### src/rtl/viterbi_decoder.sv
// viterbi_decoder: hard-decision Viterbi decoder for the rate-1/2, K=3
// convolutional code (generators 111 / 101).
// A 4-state add-compare-select array with register-exchange survivors emits
// one decoded bit per accepted symbol after a TB_DEPTH-1 symbol fill period.
// Optional feature: define VITERBI_ERRCNT_EN to add the err_cnt output, which
// accumulates the per-symbol normalisation amount (corrected bit errors).
module viterbi_decoder #(
    parameter int unsigned TB_DEPTH = 15,
    parameter int unsigned PM_WIDTH = 4
) (
    input  logic        clk,
    input  logic        reset,
    input  logic [1:0]  c,
    input  logic        in_valid,
    output logic        d,
    output logic        out_valid
`ifdef VITERBI_ERRCNT_EN
    ,
    output logic [15:0] err_cnt
`endif
);

    localparam int unsigned GW = PM_WIDTH + 1;
    localparam int unsigned FW = $clog2(TB_DEPTH);
    localparam logic [FW-1:0] FILL_MAX = FW'(TB_DEPTH - 1);

    logic [PM_WIDTH-1:0] pm_q   [4];
    logic [PM_WIDTH-1:0] pm_d   [4];
    logic [TB_DEPTH-1:0] surv_q [4];
    logic [TB_DEPTH-1:0] surv_d [4];
    logic [GW-1:0]       cand0  [4];
    logic [GW-1:0]       cand1  [4];
    logic [GW-1:0]       npm    [4];
    logic [3:0]          pick1;
    logic [GW-1:0]       min_pm;
    logic [1:0]          best;
    logic [FW-1:0]       fill_q;
    logic                d_q;
    logic                ov_q;

    // Hamming distance between the received symbol and the transition's
    // expected symbol {b^D_1, b^D_0^D_1}; pd0/pd1 are the predecessor's D_0/D_1.
    function automatic logic [1:0] branch_metric(input logic [1:0] sym,
                                                 input logic b,
                                                 input logic pd0,
                                                 input logic pd1);
        logic [1:0] diff;
        diff = sym ^ {b ^ pd1, b ^ pd0 ^ pd1};
        return {1'b0, diff[0]} + {1'b0, diff[1]};
    endfunction

    // ACS for every state, then normalisation and best-state selection.
    // State s = {D_0, D_1}; its predecessors are {D_1, 0} and {D_1, 1}.
    always_comb begin
        pick1 = '0;
        for (int unsigned s = 0; s < 4; s++) begin
            cand0[s] = {1'b0, pm_q[{s[0], 1'b0}]} + GW'(branch_metric(c, s[1], s[0], 1'b0));
            cand1[s] = {1'b0, pm_q[{s[0], 1'b1}]} + GW'(branch_metric(c, s[1], s[0], 1'b1));
            // strict compare: a tie keeps the predecessor with D_1 = 0
            pick1[s] = cand1[s] < cand0[s];
            npm[s]   = pick1[s] ? cand1[s] : cand0[s];
            surv_d[s] = pick1[s] ? {surv_q[{s[0], 1'b1}][TB_DEPTH-2:0], s[1]}
                                 : {surv_q[{s[0], 1'b0}][TB_DEPTH-2:0], s[1]};
        end
        min_pm = npm[0];
        best   = 2'd0;
        for (int unsigned s = 1; s < 4; s++) begin
            if (npm[s] < min_pm) begin
                min_pm = npm[s];
                best   = 2'(s);
            end
        end
        for (int unsigned s = 0; s < 4; s++) begin
            pm_d[s] = PM_WIDTH'(npm[s] - min_pm);
        end
    end

    // Metric, survivor, fill and output registers; updated only on accepted symbols.
    always_ff @(posedge clk or negedge reset) begin
        if (!reset) begin
            for (int unsigned s = 0; s < 4; s++) begin
                pm_q[s]   <= (s == 0) ? '0 : PM_WIDTH'(8);
                surv_q[s] <= '0;
            end
            fill_q <= '0;
            d_q    <= 1'b0;
            ov_q   <= 1'b0;
        end else begin
            ov_q <= 1'b0;
            if (in_valid) begin
                pm_q   <= pm_d;
                surv_q <= surv_d;
                if (fill_q != FILL_MAX) begin
                    fill_q <= fill_q + 1'b1;
                end else begin
                    ov_q <= 1'b1;
                    d_q  <= surv_d[best][TB_DEPTH-1];
                end
            end
        end
    end

    assign d         = d_q;
    assign out_valid = ov_q;

`ifdef VITERBI_ERRCNT_EN
    logic [15:0] err_q;
    logic [15:0] err_d;
    logic [16:0] err_sum;

    // Saturating accumulation of the normalisation amount.
    always_comb begin
        err_sum = {1'b0, err_q} + 17'(min_pm);
        err_d   = err_sum[16] ? '1 : err_sum[15:0];
    end

    // Error counter register.
    always_ff @(posedge clk or negedge reset) begin
        if (!reset) begin
            err_q <= '0;
        end else if (in_valid) begin
            err_q <= err_d;
        end
    end

    assign err_cnt = err_q;
`endif

endmodule

### config.mk
export PLATFORM = sky130hd
export DESIGN_NAME = viterbi_decoder
export DESIGN_NICKNAME = d
export VERILOG_FILES = /design/src/rtl/viterbi_decoder.sv
export SDC_FILE = /design/constraint.sdc
export NUM_CORES = 1
export LEC_CHECK = 0
export BUFFER_PORTS_ARGS = -buffer_cell sky130_fd_sc_hd__buf_2
export CORE_MARGIN = 1
export CORE_UTILIZATION = 70
export CTS_CLUSTER_SIZE = 20
export DETAILED_ROUTE_END_ITERATION = 6
export PLACE_DENSITY = 0.95
export SLEW_MARGIN = 20
export SYNTH_ARGS = -nofsm -noshare
export SYNTH_HDL_FRONTEND = slang
export SYNTH_SLANG_ARGS = --single-unit
### constraint.sdc
create_clock -name clk -period 24.6 [get_ports clk]
set_clock_uncertainty 0.15 [all_clocks]
set_input_delay 4.92 -clock clk [delete_from_list [all_inputs] [get_ports clk]]
set_output_delay 4.92 -clock clk [all_outputs]
set_load 0.005 [all_outputs]
==> summary.md, run 1 <==
| Metric | Value |
|---|---|
| Status | complete, no violations |
| Top post-synthesis cells by area | dfrtp_1 (28%), ha_1 (9.9%), mux2i_1 (8.4%) |
| Post-synth top area cell | dfrtp_1 |
| Tmin final | 14,470 ps |
| Post-synth ARST share | 100.0% |
| Clock slew seen by the registers of the worst setup and hold paths | 80 ps |
| Aggregate routed wire length | 15,550 um |
| Layout cells sized above 1 | 11.24% |
| ANT cells | 0 |
| Number of iterations in the first detailed-routing pass | 7 |
| TritonCTS clock tree | built |
| Crit path arrival time | 14,600 ps |
| Ys flop type | dfrtp_1 |
| Setup Buffers After CTS | 0 |
| Post_cts resized | 0 |
| Initial antenna violation count | 0 |
| Post-synth EDFFs | 0 |
| Worst Tran Pin Value | 1018 ps |
| Syn-to-layout area delta | 3.434% |
| Grt total ovfl | 0 |
| Top-count cell post-synth | nor2_1 |
| Synth unique cells | 87 |
| CTS Buf Count | 9 |
| Worst hold path class | flop to flop |
| Yosys synthesis warning count | 0 |
| Critical Path Max Stage Delay | 530 ps |
| Hold-fix buffers, CTS | 0 |
| Ports | 7 |
| Port Buffers | 6 |
| Die width | 96.06 um |
| # nets final | 752 |
| Place WS | 10,060 ps |
| Die height | 96.06 um |
| Net Count, Synth | 764 |
| Post-synthesis cell count | 710 |
| Syn Area/Cell | 8.723 sq um |
| Layout Utilization | 76.43% |
| Core area | 8382 sq um |
| Clk buf depth | 2 |
| Max-cap violations | 0 |
| CP Data Required Time | 24,720 ps |
| Die Footprint | 9228 sq um |
| Final hold viol count | 0 |
| ANT nets after route | 0 |
| DP HPWL | 11,350 um |
| Synth top cells by count | nor2_1 (92), a21oi_1 (89), dfrtp_1 (70) |
| Max-slew headroom | 31.95% |
| Cell area after synthesis | 6193 sq um |
| GP Congestion | 0.9894 |
| Vias in the first global route | 5,147 |
| Final setup vio count | 0 |
| Total GRT Usage | 35.48% |
| CP Capture Type | flop |
| Setup tns final | 0 ps |
| Seq/Total Area, Yosys | 29.56% |
| Clk root buf | clkbuf_8 |
| Remaining DRCs | 0 |
| Worst Setup Start Kind | input port |
| WL per Instance | 19.25 um |
| Max Slew Vio Count | 0 |
| Initial Util | 73.89% |
| Critical path type | input port to flop |
| Top fanout value on the critical path | 19 |
| Achievable clock frequency | 69.10 MHz |
| Post-route worst setup slack | 10,130 ps |
| Top cell by count, worst path | ha_1 |
| Synth Register Bits | 73 |
| Vias post-DR | 5,417 |
| Worst-Skew Late Latency | 360 ps |
| Fin Hold WS | 332.6 ps |
| H-tree lvl count | 3 |
| CTS sink cnt | 73 |
| Top cell type's share of synthesized area | 28.28% |
| Pin count of the biggest net entering global routing | 125 |
| Tcrit/Tclk final | 58.83% |
| Worst path slowest cell | o21ai_0 |
| # rows | 33 |
| First-pass GRT wire length | 24,630 um |
| Routed vias/inst | 6.704 |
| RSZ-0062 raised after global routing | false |
| DR iter-0 viols | 454 |
-- layout by cell type (no fill, tap or decap), drive strengths merged, types with 10 or more instances in the layout --
master,n
xor2,12
clkbuf,10
nand2,41
a211oi,11
o21ai,36
o211ai,11
inv,43
buf,10
a21oi,93
ha,49
mux2i,52
a31oi,12
nor2,92
xnor2,20
dfrtp,70
mux2,14
-- metal layers --
layer	up-vias	track usage [%]	routed length (um)
li1	2554	-	-
met1	2613	45.12	6675
met2	201	59.87	7490
met3	49	6.714	953
met4	0	13.31	435
met5	-	0	0
-- per-stage QoR --
| step | cells | cell area, sq um |
|---|---|---|
| global placement | 792 | 6183 |
| global route | 808 | 6406 |
| CTS | 808 | 6402 |
| floorplan | 710 | 6193 |
| finish | 808 | 6406 |
| detailed placement | 792 | 6183 |
-- final cells by class --
| type | instances | area (sq um) |
|---|---|---|
| fillers | 569 | 1976 |
| repair buffers | 10 | 66.31 |
| clock inverters | 6 | 91.34 |
| clock buffers | 10 | 127.6 |
| inverters | 43 | 161.4 |
| flip-flops and latches | 73 | 1831 |
| well taps | 105 | 131.4 |
| multi-input cells | 561 | 3998 |
-- worst paths after layout --
kind	from	to	slack, ps	depth (start not counted)
setup / recovery	c[0]	pm_q[14]	10130	44
hold / removal	surv_q[0]	surv_q[0]	330	1
setup reg to reg	pm_q[9]	pm_q[14]	14760	37
hold reg to reg	surv_q[0]	surv_q[0]	330	1
max in group asynchronous	reset	pm_q[14]	19110	2
min in group asynchronous	reset	fill_q[2]	4620	2
-- sequential cells by signal, summed over array words and instances, names as in the netlist --
| signal | cells |
|---|---|
| fill_q | 4 |
| surv_q | 51 |
| d | 1 |
| out_valid | 1 |
| pm_q | 16 |
-- worst max-delay path, delay by kind of cell --
family                     cells  cell delay [ps]
adders and majority gates      8             2260
buffers and inverters          9              840
and+or+nand+nor                9             2270
xor gates and xnor gates       1              240
AOI/OAI and AO/OA             17             4040
-- logic make-up after synthesis --
family,Yosys count,synth area share [%]
adders and majority gates,52,10.40
and+or+nand+nor,185,13.52
AOI/OAI and AO/OA,226,24.91
xor gates and xnor gates,32,4.647
buffers and inverters,76,5.959
muxes,66,11.01
DFF,73,29.56
Power of run 1 is left out: the tool's default activity adds up to more than one toggle a clock period on the data nets, which glitch-free logic cannot reach.
==> inputs of run 2 (changes only) <==
ABC_AREA = 1   (was not set)
CORE_UTILIZATION = 64   (was 70)
PLACE_DENSITY = 0.89   (was 0.95)
clock period = 13.35 ns   (was 24.6 ns; I/O delays follow)
==> summary.md, run 2 <==
| Metric | Value |
|---|---|
| Vias in the first global route | 4,772 (was 5,147) |
| Clk buf depth | 2 (unchanged) |
| Filler cell count | 739 (was 569) |
| GP Congestion | 0.9680 (was 0.9894) |
| Critical path type | input port to flop (unchanged) |
| Achievable clock frequency | 99.35 MHz |
| Worst Setup Start Kind | input port (unchanged) |
| Cell area after synthesis | 5718 sq um (was 6193 sq um) |
| Die Footprint | 9316 sq um (was 9228 sq um) |
| Post-route worst setup slack | 3285 ps (was 10,130 ps) |
| Synth unique cells | 40 (was 87) |
| Core area | 8678 sq um (was 8382 sq um) |
| Setup tns final | 0 ps (unchanged) |
| Vias post-DR | 5,144 (was 5,417) |
| Syn-to-layout area delta | 3.939% (was 3.434%) |
| Top fanout value on the critical path | 32 (was 19) |
| Fin cells | 904 (was 808) |
| Worst Tran Pin Value | 1019 ps (was 1018 ps) |
| RSZ-0062 raised after global routing | false (unchanged) |
| Worst hold path class | flop to flop (unchanged) |
| Initial antenna violation count | 0 (unchanged) |
| Top flop regs | surv_q (51), pm_q (16), fill_q (4) (unchanged) |
| Critical Path Max Stage Delay | 570 ps (was 530 ps) |
| Post-synth EDFFs | 0 (unchanged) |
| Initial Util | 65.89% (was 73.89%) |
| Clk root buf | clkbuf_8 (unchanged) |
| Synth Register Bits | 73 (unchanged) |
| Yosys synthesis warning count | 0 (unchanged) |
| Hold-fix buffers, CTS | 0 (unchanged) |
| Multi-input gate area | 3296 sq um (was 3998 sq um) |
| Post-synthesis cell count | 804 (was 710) |
| Most common cell after layout, fill and taps aside | nand2_1 (was nor2_1) |
| Seq/Total Area, Yosys | 32.01% (was 29.56%) |
| Max-slew headroom | 31.86% (was 31.95%) |
| DR iter-0 viols | 376 (was 454) |
| Max reg flops | 51 (unchanged) |
| Dpl cells | 888 (was 792) |
| CP Data Required Time | 13,440 ps (was 24,720 ps) |
| Place WS | 3029 ps (was 10,060 ps) |
| Syn Area/Cell | 7.112 sq um (was 8.723 sq um) |
| Most frequent cells in the layout | nand2_1 (199), o21ai_0 (113), inv_1 (108), dfrtp_1 (70), nand3_1 (63) (was nor2_1 (92), a21oi_1 (89), dfrtp_1 (70), mux2i_1 (52), ha_1 (49)) |
| Die width | 96.52 um (was 96.06 um) |
| CP Capture Type | flop (unchanged) |
| Max-cap violations | 0 (unchanged) |
| Layout cells sized above 1 | 9.799% (was 11.24%) |
| Post-synth top area cell | dfrtp_1 (unchanged) |
| Fin Hold WS | 321.3 ps (was 332.6 ps) |
| Top-count cell post-synth | nand2_1 (was nor2_1) |
| H-tree lvl count | 3 (unchanged) |
| Clock slew seen by the registers of the worst setup and hold paths | 90 ps (was 80 ps) |
| Synth top cells by count | nand2_1 (199), o21ai_0 (113), inv_1 (109) (was nor2_1 (92), a21oi_1 (89), dfrtp_1 (70)) |
| Ys flop type | dfrtp_1 (unchanged) |
| # rows | 34 (was 33) |
| Pin count of the biggest net entering global routing | 78 (was 125) |
| Final setup vio count | 0 (unchanged) |
| Max Slew Vio Count | 0 (unchanged) |
| Post-synth ARST share | 100.0% (unchanged) |
| WL per Instance | 14.64 um (was 19.25 um) |
| Total GRT Usage | 30.59% (was 35.48%) |
| Post_cts resized | 0 (unchanged) |
| Net Count, Synth | 858 (was 764) |
| Top post-synthesis cells by area | dfrtp_1 (31%), nand2_1 (13%), ha_1 (11%) (was dfrtp_1 (28%), ha_1 (9.9%), mux2i_1 (8.4%)) |
| Worst path slowest cell | o21ai_0 (unchanged) |
| Die height | 96.52 um (was 96.06 um) |
| Status | complete, no violations (unchanged) |
| Register area | 1831 sq um (unchanged) |
| TritonCTS clock tree | built (unchanged) |
| Final hold viol count | 0 (unchanged) |
| Tcrit/Tclk final | 75.40% |
| Ports | 7 (unchanged) |
| Grt total ovfl | 0 (unchanged) |
| ANT cells | 0 (unchanged) |
| Worst-Skew Late Latency | 350 ps (was 360 ps) |
| CTS sink cnt | 73 (unchanged) |
| Remaining DRCs | 0 (unchanged) |
| Aggregate routed wire length | 13,240 um (was 15,550 um) |
| Routed vias/inst | 5.690 (was 6.704) |
| First-pass GRT wire length | 22,030 um (was 24,630 um) |
| Number of iterations in the first detailed-routing pass | 5 (was 7) |
| DP HPWL | 9637 um (was 11,350 um) |
| Top cell type's share of synthesized area | 30.63% (was 28.28%) |
| Tmin final | 10,070 ps |
| Crit path arrival time | 10,160 ps (was 14,600 ps) |
| CTS Buf Count | 9 (unchanged) |
| # nets final | 845 (was 752) |
| ANT nets after route | 0 (unchanged) |
| Port Buffers | 6 (unchanged) |
| Largest register by flop count | surv_q (unchanged) |
| Setup Buffers After CTS | 0 (unchanged) |
[run 2: cell types whose count changed after synthesis, moves of 12 or more]
cell / previous run / this run
nand3_1: 7 / 63
o21ai_0: 36 / 113
mux2_2: 13 / 0
nand2_1: 40 / 199
a21oi_1: 89 / 48
xnor2_1: 19 / 7
mux2i_1: 52 / 0
inv_1: 40 / 109
nor2_1: 92 / 16
nand2_2: 1 / 19
[run 2: worst paths after layout]
kind                           start         end  slack [ps]  cells past startpoint
max                             c[0]     pm_q[6]        3280                     42
min                        surv_q[0]   surv_q[0]         320                      1
max reg2reg                  pm_q[9]     pm_q[6]        5660                     39
min reg2reg                surv_q[0]   surv_q[0]         320                      1
max in group asynchronous      reset  surv_q[55]       10160                      1
min in group asynchronous      reset     pm_q[0]        2300                      1
[run 2: area by class of cell]
cell class / count / share of cell area (%)
multi-input combinational: 583 / 55.45
timing repair buffer: 7 / 0.6737
clock inverter: 7 / 1.326
sequential: 73 / 30.80
inverter: 117 / 7.389
tap: 108 / 2.274
clock buffer: 9 / 2.084
[run 2: cells by family after synthesis]
| logic type | share of synthesized area (%) |
|---|---|
| and+or+nand+nor | 26.04 |
| adders and majority gates | 10.72 |
| DFF | 32.01 |
| xor gates and xnor gates | 3.807 |
| AOI/OAI and AO/OA | 17.07 |
| buffers and inverters | 10.35 |
[run 2: per-stage QoR]
stage          area [sq um]  util, %
2_1_floorplan          5718        -
3_3_place_gp           5741    66.15
3_5_place_dp           5741    66.15
4_1_cts                5943    68.48
5_1_grt                5943    68.48
6_report               5943    68.48
[run 2: critical path, delay by kind of cell]
family	cells	cell delay, ps
simple gates	17	2040
compound gates	7	2140
buf+inv	9	820
fa+ha+maj	9	2470
[run 2: layer usage]
layer	track usage [%]	wire [um]	share of wire (%)	up-vias
li1	-	-	-	2579
met1	40.52	5746	43	2369
met2	51.35	6445	49	162
met3	4.617	750	5.7	34
met4	9.681	295	2.2	0
met5	0	0	0	-
Power of run 2 is left out for the same reason.
